==> src/rtl/regfile_wb_arbiter_if.sv <==
// Multi-cycle unit result handshake toward the regfile write arbiter.
// The master side drives results; the slave side returns lu_ready.
interface regfile_wb_arbiter_if;
    logic        lu_valid;
    logic [4:0]  lu_rd;
    logic [31:0] lu_data;
    logic        lu_ready;

    modport master (
        output lu_valid,
        output lu_rd,
        output lu_data,
        input  lu_ready
    );

    modport slave (
        input  lu_valid,
        input  lu_rd,
        input  lu_data,
        output lu_ready
    );
endinterface

==> src/rtl/regfile_wb_arbiter.sv <==
// Regfile write-port arbiter: WB stage beats multi-cycle results,
// which queue in a small FIFO; tracks pending multi-cycle writes.
module regfile_wb_arbiter #(
    parameter int DEPTH = 4,
    localparam int CW = $clog2(DEPTH + 1)
) (
    input  logic                clk,
    input  logic                reset,
    input  logic                pipe_we,
    input  logic [4:0]          pipe_rd,
    input  logic [31:0]         pipe_data,
    regfile_wb_arbiter_if.slave lu,
    input  logic                issue_set,
    input  logic [4:0]          issue_rd,
    input  logic [4:0]          chk_rs,
    input  logic [4:0]          chk_rt,
    output logic                rs_busy,
    output logic                rt_busy,
    output logic                RegWrite,
    output logic [4:0]          Write_Register,
    output logic [31:0]         Write_data,
    output logic [CW-1:0]       fifo_count
);

    localparam int PW = $clog2(DEPTH);
    localparam logic [CW-1:0] FULL = CW'(DEPTH);

    logic [4:0]    rd_q   [DEPTH];
    logic [31:0]   data_q [DEPTH];
    logic [PW-1:0] wr_ptr;
    logic [PW-1:0] rd_ptr;
    logic [31:0]   pending;

    logic pipe_req;
    logic fifo_ne;
    logic accept;
    logic pop;
    logic bypass;
    logic push;

    assign lu.lu_ready = (fifo_count != FULL);
    assign rs_busy     = pending[chk_rs];
    assign rt_busy     = pending[chk_rt];

    // Arbitration: pipe first, then FIFO head, then lu bypass.
    always_comb begin
        pipe_req = pipe_we && (pipe_rd != 5'd0);
        fifo_ne  = (fifo_count != '0);
        accept   = lu.lu_valid && lu.lu_ready;
        pop      = !pipe_req && fifo_ne;
        bypass   = !pipe_req && !fifo_ne && accept && (lu.lu_rd != 5'd0);
        push     = accept && (lu.lu_rd != 5'd0) && !bypass;
    end

    // FIFO storage needs no reset; only pointers and count do.
    always_ff @(posedge clk) begin
        if (push) begin
            rd_q[wr_ptr]   <= lu.lu_rd;
            data_q[wr_ptr] <= lu.lu_data;
        end
    end

    // FIFO pointers and occupancy.
    always_ff @(posedge clk or posedge reset) begin
        if (reset) begin
            wr_ptr     <= '0;
            rd_ptr     <= '0;
            fifo_count <= '0;
        end else begin
            if (push)
                wr_ptr <= wr_ptr + 1'b1;
            if (pop)
                rd_ptr <= rd_ptr + 1'b1;
            if (push && !pop)
                fifo_count <= fifo_count + 1'b1;
            else if (pop && !push)
                fifo_count <= fifo_count - 1'b1;
        end
    end

    // Registered write port; address/data hold when idle.
    always_ff @(posedge clk or posedge reset) begin
        if (reset) begin
            RegWrite       <= 1'b0;
            Write_Register <= 5'd0;
            Write_data     <= 32'd0;
        end else begin
            RegWrite <= pipe_req || pop || bypass;
            if (pipe_req) begin
                Write_Register <= pipe_rd;
                Write_data     <= pipe_data;
            end else if (pop) begin
                Write_Register <= rd_q[rd_ptr];
                Write_data     <= data_q[rd_ptr];
            end else if (bypass) begin
                Write_Register <= lu.lu_rd;
                Write_data     <= lu.lu_data;
            end
        end
    end

    // Pending scoreboard: clear on multi-cycle drive, set on issue (set wins).
    always_ff @(posedge clk or posedge reset) begin
        if (reset) begin
            pending <= '0;
        end else begin
            if (pop)
                pending[rd_q[rd_ptr]] <= 1'b0;
            else if (bypass)
                pending[lu.lu_rd] <= 1'b0;
            if (issue_set && (issue_rd != 5'd0))
                pending[issue_rd] <= 1'b1;
        end
    end

endmodule

==> src/flat_wrapper.sv <==
// flat-port wrapper written by rule: the top's interface ports become plain ports
module regfile_wb_arbiter_flat 
#(
    parameter int DEPTH = 4,
    localparam int CW = $clog2(DEPTH + 1)
)
  (clk, reset, pipe_we, pipe_rd, pipe_data, issue_set, issue_rd, chk_rs, chk_rt, rs_busy, rt_busy, RegWrite, Write_Register, Write_data, fifo_count, lu_lu_valid, lu_lu_rd, lu_lu_data, lu_lu_ready);
  regfile_wb_arbiter_if lu_i ();
  input  logic clk;
  input  logic reset;
  input  logic pipe_we;
  input  logic [4:0] pipe_rd;
  input  logic [31:0] pipe_data;
  input  logic issue_set;
  input  logic [4:0] issue_rd;
  input  logic [4:0] chk_rs;
  input  logic [4:0] chk_rt;
  output logic rs_busy;
  output logic rt_busy;
  output logic RegWrite;
  output logic [4:0] Write_Register;
  output logic [31:0] Write_data;
  output logic [CW-1:0] fifo_count;
  input wire logic [$bits(lu_i.lu_valid)-1:0] lu_lu_valid;
  input wire logic [$bits(lu_i.lu_rd)-1:0] lu_lu_rd;
  input wire logic [$bits(lu_i.lu_data)-1:0] lu_lu_data;
  output wire logic [$bits(lu_i.lu_ready)-1:0] lu_lu_ready;
  assign lu_i.lu_valid = lu_lu_valid;
  assign lu_i.lu_rd = lu_lu_rd;
  assign lu_i.lu_data = lu_lu_data;
  assign lu_lu_ready = lu_i.lu_ready;
  regfile_wb_arbiter #(.DEPTH(DEPTH)) u_core (.clk(clk), .reset(reset), .pipe_we(pipe_we), .pipe_rd(pipe_rd), .pipe_data(pipe_data), .lu(lu_i), .issue_set(issue_set), .issue_rd(issue_rd), .chk_rs(chk_rs), .chk_rt(chk_rt), .rs_busy(rs_busy), .rt_busy(rt_busy), .RegWrite(RegWrite), .Write_Register(Write_Register), .Write_data(Write_data), .fifo_count(fifo_count));
endmodule
==> config.mk <==
export PLATFORM = sky130hd
export DESIGN_NAME = regfile_wb_arbiter_flat
export DESIGN_NICKNAME = d
export VERILOG_FILES = /design/src/rtl/regfile_wb_arbiter_if.sv /design/src/rtl/regfile_wb_arbiter.sv /design/src/flat_wrapper.sv
export SDC_FILE = /design/constraint.sdc
export NUM_CORES = 1
export LEC_CHECK = 0
export CORE_MARGIN = 2
export CORE_UTILIZATION = 56
export DETAILED_ROUTE_END_ITERATION = 6
export GPL_TIMING_DRIVEN = 0
export MAX_ROUTING_LAYER = met4
export PLACE_DENSITY_LB_ADDON = 0.2
export RECOVER_POWER = 100
export REMOVE_ABC_BUFFERS = 1
export SYNTH_ARGS = -nofsm -noshare
export SYNTH_HDL_FRONTEND = slang
export SYNTH_SLANG_ARGS = --single-unit
==> constraint.sdc <==
create_clock -name clk -period 5.55 [get_ports clk]
set_input_delay 0.555 -clock clk [delete_from_list [all_inputs] [get_ports clk]]
set_output_delay 0.555 -clock clk [all_outputs]
set_load 0.05 [all_outputs]
==> impl_metrics.env <==
export IMPL_antenna_found_initial=2
export IMPL_cp_end_kind="flop"
export IMPL_m1WireLength_mm=10.30
export IMPL_route_met2_wl_mm=13.21
export IMPL_finalCritPeriodShare=0.7469
export IMPL_syn_avg_cell_area_um2=14.87
export IMPL_synth_edff_count=148
export IMPL_synth_most_common_cell="edfxtp_1"
export IMPL_numCtsBuffers=24
export IMPL_final_nets=924
export IMPL_violations="capacitance limit, slew limit"
export IMPL_tightest_slew_ns=2.691
export IMPL_netlist_area_leader_share=0.4294
export IMPL_grt_pass1_vias=7322
export IMPL_top_layer="met4"
export IMPL_initialDrtViolationCount=619
export IMPL_max_clock_path_buffers=3
export IMPL_r2r_start="u_core.rd_ptr[0]"
export IMPL_ys_ff_latch=225
export IMPL_placementRows=49
export IMPL_fmax_mhz=241.2
export IMPL_cp_max_fo=39
export IMPL_die_area_mm2=0.01959
export IMPL_wirelength_mm=26.21
export IMPL_grt_max_degree=46
export IMPL_grt_pass1_wl_mm=41.36
export IMPL_syn_inst=696
export IMPL_start_util=0.5742
export IMPL_grt_overflow_total=0
export IMPL_ctsResizeCount=0
export IMPL_h_tree_depth=1
export IMPL_multi_input_area_mm2=0.003714
export IMPL_port_buffers=137
export IMPL_cts_sinks=225
export IMPL_status="finished, violations left"
export IMPL_place_congestion=0.9178
export IMPL_die_y_um=140.0
export IMPL_drt_pass1_iter_count=5
export IMPL_syn_cell_area_mm2=0.01035
export IMPL_clk_latency_ns=0.51
export IMPL_fin_tns_setup_ns=0
export IMPL_path_clk_slew_ns=0.06
export IMPL_ir_drop_uv=324.0
export IMPL_die_w_um=140.0
export IMPL_coreArea_mm2=0.01802
export IMPL_ys_seq_area_frac=0.6156
export IMPL_power_mw=6.489
export IMPL_area_sequential_mm2=0.006372
export IMPL_crit_end="u_core.pending[22]"
export IMPL_stdcell_area_mm2=0.01273
export IMPL_worst_setup_path_start_kind="flop"
export IMPL_num_fill_cells=1209
export IMPL_io_pins=138
export IMPL_post_dp_cell_area_mm2=0.01209
export IMPL_synthTopCellsByArea="edfxtp_1 43%, dfrtp_1 19%, mux4_2 11%, nand3_1 2.0%, o2bb2ai_1 1.9%"
export IMPL_async_reset_ff_frac=0.3422
export IMPL_track_usage=0.2785
export IMPL_netlist_top_cells_count="148 x edfxtp_1, 77 x dfrtp_1, 53 x nor2_1"
export IMPL_postCtsSetupBuffers=0
export IMPL_critPathKind="reg -> reg"
export IMPL_drc=0
export IMPL_drive_above_1_share=0.1425
export IMPL_hp_class="reg -> reg"
export IMPL_cts_root_buf="clkbuf_16"
export IMPL_wl_met3_mm=2.161
export IMPL_p_leak_nw=4.281
export IMPL_ctsHoldBuffers=0
export IMPL_cp_startpoint="u_core.rd_ptr[0]"
export IMPL_vias=7140
export IMPL_cp_arrival_ns=4.54
export IMPL_post_dp_hpwl_mm=16.36
export IMPL_yosys_warnings=0
export IMPL_drv_slew=137
export IMPL_p_per_area_mw_per_mm2=509.7
export IMPL_setup_violations=0
export IMPL_maxCapViolations=4
export IMPL_hold_viol=0
export IMPL_r2r_end="u_core.pending[22]"
export IMPL_yosys_most_used_dff="edfxtp_1"
export IMPL_rsz0062_at_grt="false"
export IMPL_reg2reg_slack_ns=1.40
export IMPL_max_slew_margin=-0.7943
export IMPL_cts_tree="yes"
export IMPL_ant_nets=0
export IMPL_area_growth_pct=22.99
export IMPL_critPathRequiredTime_ns=5.94
export IMPL_period_minus_slack_ns=4.145
export IMPL_skew_ns=0.01317
export IMPL_viasPerCell=6.654
export IMPL_ys_types=59
export IMPL_r2r_cells=4
export IMPL_wl_per_cell_um=24.43
export IMPL_netlist_top_cell_by_area="edfxtp_1"
==> critical path, stage by stage (launching register included) <==
cell,delay (ns)
dfrtp_1,2.02
mux4_2,0.76
nor4_2,0.77
nand3_1,0.17
a31o_1,0.27
==> kinds of logic (layout without fill, tap and decap cells) <==
logic type,count (synthesis),in the layout,share of synthesized area
adders and majority gates,6,6,0.007979
other,0,2,0
buffers and inverters,58,204,0.02466
AOI/OAI and AO/OA,159,159,0.1200
muxes,61,61,0.1242
DFF,225,225,0.6156
and+or+nand+nor,181,181,0.1025
xor gates and xnor gates,6,6,0.005077
==> per-layer routing <==
metal / track usage / vias to the layer above
met3: 0.04821 / 54
met5: - / -
met2: 0.4472 / 354
met4: 0.08789 / 0
met1: 0.3698 / 3641
li1: - / 3091
==> how the worst min path moves through the flow <==
stage / startpoint / end / slack [ns] / depth (start not counted)
after floorplan: u_core.pending[6] / u_core.pending[6] / 0.48 / 1
after global placement: u_core.pending[27] / u_core.pending[27] / 0.49 / 1
after detailed placement: u_core.pending[23] / u_core.pending[23] / 0.51 / 1
after CTS: reset / u_core.Write_data[3] / 0.43 / 2
after global routing: u_core.pending[15] / u_core.pending[15] / 0.54 / 1
final: u_core.pending[27] / u_core.pending[27] / 0.53 / 1
==> metrics by stage <==
step | hold WS (ns) | worst slack (ns) | util | cells
floorplan | 0.4838 | 2.220 | - | 649
global placement | 0.4944 | 0.04484 | 0.6543 | 1015
detailed placement | 0.5134 | 1.275 | 0.6708 | 1027
CTS | 0.4323 | 1.579 | 0.7113 | 1071
global route | 0.5429 | 0.9242 | 0.7062 | 1073
finish | 0.5292 | 1.405 | 0.7062 | 1073
==> final cells by class <==
cell class                      count  share of cell area
Timing Repair Buffer              149              0.1240
Clock buffer                       36             0.05308
Clock inverter                      8            0.004325
Sequential cell                   225              0.5006
Multi-Input combinational cell    413              0.2917
Tap cell                          229             0.02251
Inverter                           11            0.003342
Antenna cell                        2           0.0003932
==> power breakdown <==
| group | leakage [nW] | switching (mW) | internal [mW] |
|---|---|---|---|
| logic | 1.67 | 1.39 | 1.03 |
| registers | 2.26 | 0.326 | 2.27 |
| clock network | 0.352 | 0.631 | 0.844 |
| total | 4.28 | 2.34 | 4.15 |
==> state kept, by name, indices dropped and copies added, names as in the netlist <==
signal                 flops
u_core.fifo_count          3
u_core.rd_ptr              2
u_core.rd_q               20
u_core.RegWrite            1
u_core.Write_Register      5
u_core.wr_ptr              2
u_core.data_q            128
u_core.pending            32
u_core.Write_data         32
==> cell usage in the layout, fill, tap and decap left out, types with 13 or more instances in the layout <==
cell type	count
nor2_1	53
dlygate4sd3_1	83
nor3b_1	16
clkdlybuf4s50_1	54
a21oi_1	25
nand2_1	13
nand3b_1	15
o32ai_1	23
o2bb2ai_1	23
mux4_2	52
edfxtp_1	148
dfrtp_1	76
a31o_1	22
nand3_1	42
clkbuf_16	24
No activity file was read; power rests on OpenSTA's default activity.
